[src/rtl/mdu_iter_pkg.sv]
// Shared types for the iterative multiply/divide unit: funct3 op encodings, FSM states
// and the default datapath width (64 bits when RV64 is defined).
package mdu_iter_pkg;

`ifdef RV64
  localparam int unsigned XlenDefault = 64;
`else
  localparam int unsigned XlenDefault = 32;
`endif

  typedef enum logic [2:0] {
    OpMul    = 3'b000,
    OpMulh   = 3'b001,
    OpMulhsu = 3'b010,
    OpMulhu  = 3'b011,
    OpDiv    = 3'b100,
    OpDivu   = 3'b101,
    OpRem    = 3'b110,
    OpRemu   = 3'b111
  } mdu_op_e;

  typedef enum logic [1:0] {
    StIdle = 2'b00,
    StCalc = 2'b01,
    StDone = 2'b10
  } mdu_state_e;

endpackage

[src/rtl/mdu_abs_neg.sv]
// Conditional two's-complement negate, used for operand magnitudes and result sign fix-up.
module mdu_abs_neg #(
  parameter int unsigned W = 32
) (
  input  logic [W-1:0] a,
  input  logic         neg,
  output logic [W-1:0] y
);

  assign y = neg ? (~a + W'(1)) : a;

endmodule

[src/rtl/mdu_iter.sv]
// Iterative RV M-extension multiply/divide unit, one bit per cycle over XLEN cycles.
// Divider hardware is present only when MDU_DIV_EN is defined.
module mdu_iter
  import mdu_iter_pkg::*;
#(
  parameter int unsigned XLEN  = XlenDefault,
  parameter int unsigned CNT_W = $clog2(XLEN)
) (
  input  logic            clk,
  input  logic            rst,
  input  logic            flush,
  input  logic            in_valid,
  output logic            in_ready,
  input  logic [XLEN-1:0] op0,
  input  logic [XLEN-1:0] op1,
  input  logic [2:0]      mdu_op,
  output logic            out_valid,
  input  logic            out_ready,
  output logic [XLEN-1:0] result
);

  mdu_state_e       state;
  mdu_op_e          op_q;
  logic [CNT_W-1:0] cnt;
  logic [XLEN-1:0]  acc, lo, opnd;
  logic             neg_res;

  mdu_op_e          op_in;
  logic             is_div_in, sign0, sign1, special;
  logic [XLEN-1:0]  mag0, mag1, special_res;
  logic [XLEN:0]    mul_sum;
  logic [XLEN-1:0]  acc_nxt, lo_nxt, mul_res, calc_res;
  logic [2*XLEN-1:0] prod_fix;

  assign op_in     = mdu_op_e'(mdu_op);
  assign is_div_in = mdu_op[2];
  assign sign0     = (op_in inside {OpMulh, OpMulhsu, OpDiv, OpRem}) & op0[XLEN-1];
  assign sign1     = (op_in inside {OpMulh, OpDiv, OpRem}) & op1[XLEN-1];

  mdu_abs_neg #(.W(XLEN)) u_abs0 (.a(op0), .neg(sign0), .y(mag0));
  mdu_abs_neg #(.W(XLEN)) u_abs1 (.a(op1), .neg(sign1), .y(mag1));

`ifdef MDU_DIV_EN
  logic            neg_rem, div_zero, div_ovf;
  logic [XLEN:0]   div_sh, div_diff;
  logic [XLEN-1:0] quo_fix, rem_fix;

  assign div_zero = (op1 == '0);
  assign div_ovf  = (op_in inside {OpDiv, OpRem}) && (op0 == {1'b1, {(XLEN-1){1'b0}}}) &&
                    (op1 == '1);
  assign special  = is_div_in & (div_zero | div_ovf);

  always_comb begin
    special_res = '0;
    if (div_zero) special_res = mdu_op[1] ? op0 : '1;
    else          special_res = mdu_op[1] ? '0 : op0;
  end

  mdu_abs_neg #(.W(XLEN)) u_fix_quo (.a(lo_nxt), .neg(neg_res), .y(quo_fix));
  mdu_abs_neg #(.W(XLEN)) u_fix_rem (.a(acc_nxt), .neg(neg_rem), .y(rem_fix));
`else
  // Without a divider every div/rem encoding completes immediately with zero.
  assign special     = is_div_in;
  assign special_res = '0;
`endif

  // One iteration: multiply shifts {acc,lo} right after adding opnd; divide shifts the
  // dividend out of lo into acc and shifts quotient bits back into lo.
  always_comb begin
    mul_sum = {1'b0, acc} + (lo[0] ? {1'b0, opnd} : '0);
    acc_nxt = mul_sum[XLEN:1];
    lo_nxt  = {mul_sum[0], lo[XLEN-1:1]};
`ifdef MDU_DIV_EN
    div_sh   = {acc, lo[XLEN-1]};
    div_diff = div_sh - {1'b0, opnd};
    if (op_q[2]) begin
      if (!div_diff[XLEN]) begin
        acc_nxt = div_diff[XLEN-1:0];
        lo_nxt  = {lo[XLEN-2:0], 1'b1};
      end else begin
        acc_nxt = div_sh[XLEN-1:0];
        lo_nxt  = {lo[XLEN-2:0], 1'b0};
      end
    end
`endif
  end

  mdu_abs_neg #(.W(2*XLEN)) u_fix_prod (.a({acc_nxt, lo_nxt}), .neg(neg_res), .y(prod_fix));

  always_comb begin
    mul_res  = (op_q == OpMul) ? prod_fix[XLEN-1:0] : prod_fix[2*XLEN-1:XLEN];
    calc_res = mul_res;
`ifdef MDU_DIV_EN
    if (op_q[2]) calc_res = op_q[1] ? rem_fix : quo_fix;
`endif
  end

  always_ff @(posedge clk or posedge rst) begin
    if (rst) begin
      state     <= StIdle;
      in_ready  <= 1'b1;
      out_valid <= 1'b0;
      result    <= '0;
      cnt       <= '0;
      op_q      <= OpMul;
      acc       <= '0;
      lo        <= '0;
      opnd      <= '0;
      neg_res   <= 1'b0;
`ifdef MDU_DIV_EN
      neg_rem   <= 1'b0;
`endif
    end else if (flush) begin
      state     <= StIdle;
      in_ready  <= 1'b1;
      out_valid <= 1'b0;
    end else begin
      case (state)
        StIdle: begin
          if (in_valid) begin
            op_q     <= op_in;
            cnt      <= '0;
            neg_res  <= sign0 ^ sign1;
`ifdef MDU_DIV_EN
            neg_rem  <= sign0;
`endif
            in_ready <= 1'b0;
            if (special) begin
              state     <= StDone;
              out_valid <= 1'b1;
              result    <= special_res;
            end else begin
              state <= StCalc;
              acc   <= '0;
              lo    <= is_div_in ? mag0 : mag1;
              opnd  <= is_div_in ? mag1 : mag0;
            end
          end
        end
        StCalc: begin
          acc <= acc_nxt;
          lo  <= lo_nxt;
          cnt <= cnt + CNT_W'(1);
          if (cnt == CNT_W'(XLEN - 1)) begin
            state     <= StDone;
            out_valid <= 1'b1;
            result    <= calc_res;
          end
        end
        StDone: begin
          if (out_ready) begin
            state     <= StIdle;
            out_valid <= 1'b0;
            in_ready  <= 1'b1;
          end
        end
        default: begin
          state     <= StIdle;
          in_ready  <= 1'b1;
          out_valid <= 1'b0;
        end
      endcase
    end
  end

endmodule

[config.mk]
export PLATFORM = sky130hd
export DESIGN_NAME = mdu_iter
export DESIGN_NICKNAME = d
export VERILOG_FILES = /design/src/rtl/mdu_iter_pkg.sv /design/src/rtl/mdu_abs_neg.sv /design/src/rtl/mdu_iter.sv
export SDC_FILE = /design/constraint.sdc
export NUM_CORES = 1
export LEC_CHECK = 0
export BUFFER_PORTS_ARGS = -buffer_cell sky130_fd_sc_hd__buf_2
export CORE_MARGIN = 5
export CORE_UTILIZATION = 29
export DETAILED_ROUTE_END_ITERATION = 10
export GPL_TIMING_DRIVEN = 0
export PLACE_DENSITY = 0.48
export SLEW_MARGIN = 10
export SYNTH_ARGS = -nofsm -noshare
export SYNTH_HDL_FRONTEND = slang
export SYNTH_HIERARCHICAL = 1
export SYNTH_SLANG_ARGS = --single-unit
[constraint.sdc]
create_clock -name clk -period 8.05 [get_ports clk]
set_input_delay 1.2075 -clock clk [delete_from_list [all_inputs] [get_ports clk]]
set_output_delay 1.2075 -clock clk [all_outputs]
set_load 0.02 [all_outputs]
==> results by stage <==
Pwr:
- The switching part of the total is 44.1%.
- The switching power summed over all nets is 1.79 mW.
- The proportion of power drawn by combinational gates is 51.1%.
- Sequential cells burn 27.8% of the power.
- Internal power comes to 2.27 mW.
- The leakage dissipation is 5.47 nW.
- The largest vdd supply drop is 0.176 mV.
- Per report_power, the clock group accounts for 21.1% of the total.
- For this design the ratio of total power to cell area is 309 mW/mm^2.

Cells and area:
- 0 antenna diodes ended up in the layout.
- The finished cells cover 0.0132 sq mm.
- The sequential cells in the finished layout cover a total of 0.00353 sq mm.
- For this run, the share of the core covered by cells in the final layout is 34.0%.
- Counting the fill cells in the layout gives 4077.
- The multi-input combinational cells in the finished layout cover a total of 0.00741 sq mm.
- Once layout is complete, the cells apart from fillers number 1864.
- The fraction of layout instances using a drive strength above 1 is 20.4%.
- The library cells used most frequently in the layout, excluding fill and tap cells, are sky130_fd_sc_hd__dfrtp_1, sky130_fd_sc_hd__xnor2_1, sky130_fd_sc_hd__nand2_1.
- The area added between synthesis and finish is 16.2%.
- The library cell used most frequently in the layout, excluding fill and tap cells, is sky130_fd_sc_hd__dfrtp_1.
- In the final design database the tool counted 1443 nets.

Clock tree:
- The number of hold buffers added after CTS was 0.
- In this run, post-CTS repair resized a total of 0 instances.
- Counting the buffers created by CTS gives 17.
- TritonCTS built the clock tree.
- Clock latency on the worst-skew pair, taken at its later pin, is 440 ps.
- The number of sinks on the clock net is 141.
- Clock-pin slew was measured on the worst setup and hold paths at 70 ps.
- Post-CTS timing repair inserted 0 buffers for setup.
- The root buffer cell chosen for the clock tree is sky130_fd_sc_hd__clkbuf_16.
- The clock tree synthesis step divided the H-tree into 4 levels.
- The maximum number of buffers from clock root to sink is 2.

Route:
- In this run the remaining antenna-violating nets after routing total 0.
- The post-detailed-route wirelength per cell is 18.9 um.
- The first-pass iteration count of the detailed router is 5.
- For this run, design rule violations remaining after detail routing come to 0.
- After the first detailed-routing iteration, the DRC count stood at 559.
- For this block, the routed nets add up to 35300 um of wire.
- Detailed routing inserted a total of 9606 vias.
- In the routed layout, each cell is associated on average with a via count of 5.15.

Timing:
- At the pin with the least slew margin, the transition time is 1140 ps.
- After layout, the minimum clock period comes to 5650 ps.
- The top achievable clock speed is 0.177 GHz.
- Setup repair after global routing left no endpoint under its margin.
- The number of hold violations in the final report is 0.
- Setup violations remaining at the end of the flow were counted as 0.
- The worst clock skew on the final layout is 13.5 ps.
- The worst-case headroom to the max-slew limit is 23.7%.
- Dividing the final minimum period by the clock period gives 70.2%.
- The number of pins exceeding their max-slew limit in the final report is 0.
- The final setup TNS is 0 ps.

GRT:
- The first-pass GRT wire length is 55800 um.
- The initial antenna violation count is 0.
- The via count of the first global-routing pass is 9607.
- The sum of overflow across all layers after global routing is 0.
- The largest net degree at the start of global routing is 86.
- The total global routing track utilization is 16.1%.

Worst hold path:
- The path type of the worst min-delay path is flop to flop.

Floorplan:
- The core area is 0.0386 sq mm.
- The die covers 0.0431 sq mm.
- The I/O pin total is 106.
- The floorplan die height is 208 um.
- The horizontal extent of the die is 208 um.
- Row generation in the floorplan step produced 72 rows.
- The initial core utilization is 29.3%.

Yosys:
- Of the synthesized area, sequential elements account for 31.2%.
- Summed over all instances, the cell type with the most area after synthesis is sky130_fd_sc_hd__dfrtp_1.
- The dominant combinational cell family by area after synthesis is compound AO/OA/AOI/OAI gates.
- The distinct cell type count after synthesis is 85.
- In the synthesized netlist, the number of instances is 1208.
- Summing the areas of all compound-gate instances in the mapped netlist gives 21.2% of the synthesized area.
- The synthesized design contains 141 register bits.
- The most used flip-flop cell after synthesis is sky130_fd_sc_hd__dfrtp_1.
- Of the total synthesized cell area, the portion taken by XOR and XNOR cells is 11.7%.
- The basic-gate share of the synthesized area counting and, or, nand and nor cells is 18.9%.
- For this run, the number of Yosys warnings is 6.
- Summing the areas of all fa, ha and maj instances in the mapped netlist gives 4.26% of the synthesized area.
- The share of flip-flops with an asynchronous set or reset is 100%.
- Of the post-synthesis cell area, the dominant cell type holds 30.9%.
- After synthesis, the mean cell area works out to 9.38 sq um.
- Measured against the total synthesized area, the mux share comes to 9.40%.
- The synthesized netlist occupies a cell area of 0.0113 sq mm.
- Sorting the synthesized cells by area gives the leading types as sky130_fd_sc_hd__dfrtp_1, sky130_fd_sc_hd__xnor2_1, sky130_fd_sc_hd__mux2i_1.
- The number of nets handed over by synthesis was 1318.
- The number of flops mapped to enable cells by yosys is 0.

Status:
- The flow ran to the end, and the final reports show no timing, DRC or antenna violations.

Critical path:
- The critical path goes through clkbuf_1, and2_1, ha_1, inv_1, fa_1, nand2b_1, a21oi_2, o2111ai_2, a21oi_2, o311a_1, o21ai_0, and2_2, or4_4, or3_1, or4_1, o31ai_1, xnor2_1, mux2i_1, o31ai_1.
- The highest-delay cell along the critical path is sky130_fd_sc_hd__clkbuf_1.
- The worst setup path is launched from a flop.
- The type of the setup path with the least slack is flop to flop.
- The critical path capture point type is a flop.
- STA puts the critical path data required time at 8380 ps.
- At the worst endpoint, the arrival time is 5980 ps.
- For this run, the slowest stage of the critical path takes 550 ps.
- Of all nets on the critical path, the largest fanout is 10.

Place:
- Including well taps, the total number of placed cells is 1832.
- At the end of routability-driven placement, the weighted congestion stood at 0.872.
- Detailed placement ended at an HPWL of 27700 um.
- The placed cell area is 0.0125 sq mm.
- Input and output buffers added on the ports amount to 105.

Job:
- Max-cap violations in this run came to 0.
## routing by layer
metal  global-route usage [%]  wire length [um]  up-vias
met5                        0                 0        -
met2                     25.7             16000      216
met1                     23.0             17300     4648
met4                     4.05               659        0
li1                         -                 -     4720
met3                     2.36              1340       22
## per-stage QoR
| stage | hold WS (ps) | setup WS (ps) | power [mW] |
|---|---|---|---|
| 6_report | 470 | 2400 | 4.07 |
| 5_1_grt | 500 | 2020 | 4.36 |
| 4_1_cts | 477 | 2350 | 4.09 |
| 3_5_place_dp | 462 | 2390 | 3.21 |
| 3_3_place_gp | 461 | 997 | 3.20 |
| 2_1_floorplan | 449 | 3060 | 2.60 |
## cell type report
cell class	instances	share of cell area, %
multi-input cells	978	56.3
flip-flops and latches	141	26.8
well taps	518	4.93
repair buffers	106	4.20
clock buffers	19	3.29
plain buffers	66	2.27
clock inverters	13	1.45
inverters	23	0.713
## worst max-delay path, delay by kind of cell, from the launching register on
family	cells	cell delay [ps]
xor+xnor	1	160
compound gates	7	1520
flops	1	520
simple gates	6	2060
fa+ha+maj	2	590
buf+inv	2	600
mux	1	100
## registers in the layout, indices dropped and copies added, names as in the netlist
signal and cells:
acc 32, cnt 5, in_ready 1, lo 32, neg_res 1, op_q 3, opnd 32, out_valid 1
result 32, state 2
## kinds of logic (layout without fill, tap and decap cells)
family / Yosys count / in the layout
muxes: 102 / 102
and+or+nand+nor: 363 / 363
buffers and inverters: 89 / 227
xor gates and xnor gates: 151 / 151
AOI/OAI and AO/OA: 324 / 324
adders and majority gates: 38 / 38
DFF: 141 / 141
## path summary, 6_finish.rpt
path,from,to,slack (ps),cells after the start
max,lo[0],result[31],2400,19
min,result[23],result[23],470,2
max reg2reg,lo[0],result[31],2400,19
min reg2reg,result[23],result[23],470,2
max in group asynchronous,rst,acc[25],6480,3
min in group asynchronous,rst,lo[4],800,2
## synth_stat cells, drive strengths merged, types with 13 or more instances
| master | number |
|---|---|
| a21oi | 32 |
| a22o | 26 |
| and2 | 40 |
| buf | 36 |
| clkbuf | 30 |
| dfrtp | 140 |
| ha | 37 |
| inv | 23 |
| mux2 | 35 |
| mux2i | 67 |
| nand2 | 136 |
| nand2b | 13 |
| nand3 | 21 |
| nand4 | 17 |
| nor2 | 31 |
| nor3 | 17 |
| nor4 | 17 |
| o21ai | 101 |
| o31ai | 76 |
| o41ai | 32 |
| or3 | 19 |
| or4 | 15 |
| xnor2 | 139 |
## power groups by stage
stage	combinational, mW	sequential [mW]	clock (mW)
finish	2.08	1.13	0.860
CTS	2.08	1.13	0.885
detailed placement	2.07	1.14	0
global placement	2.06	1.14	0
global route	2.29	1.16	0.910
floorplan	1.48	1.12	0
Note: power is estimated with default switching activity, not from simulation.
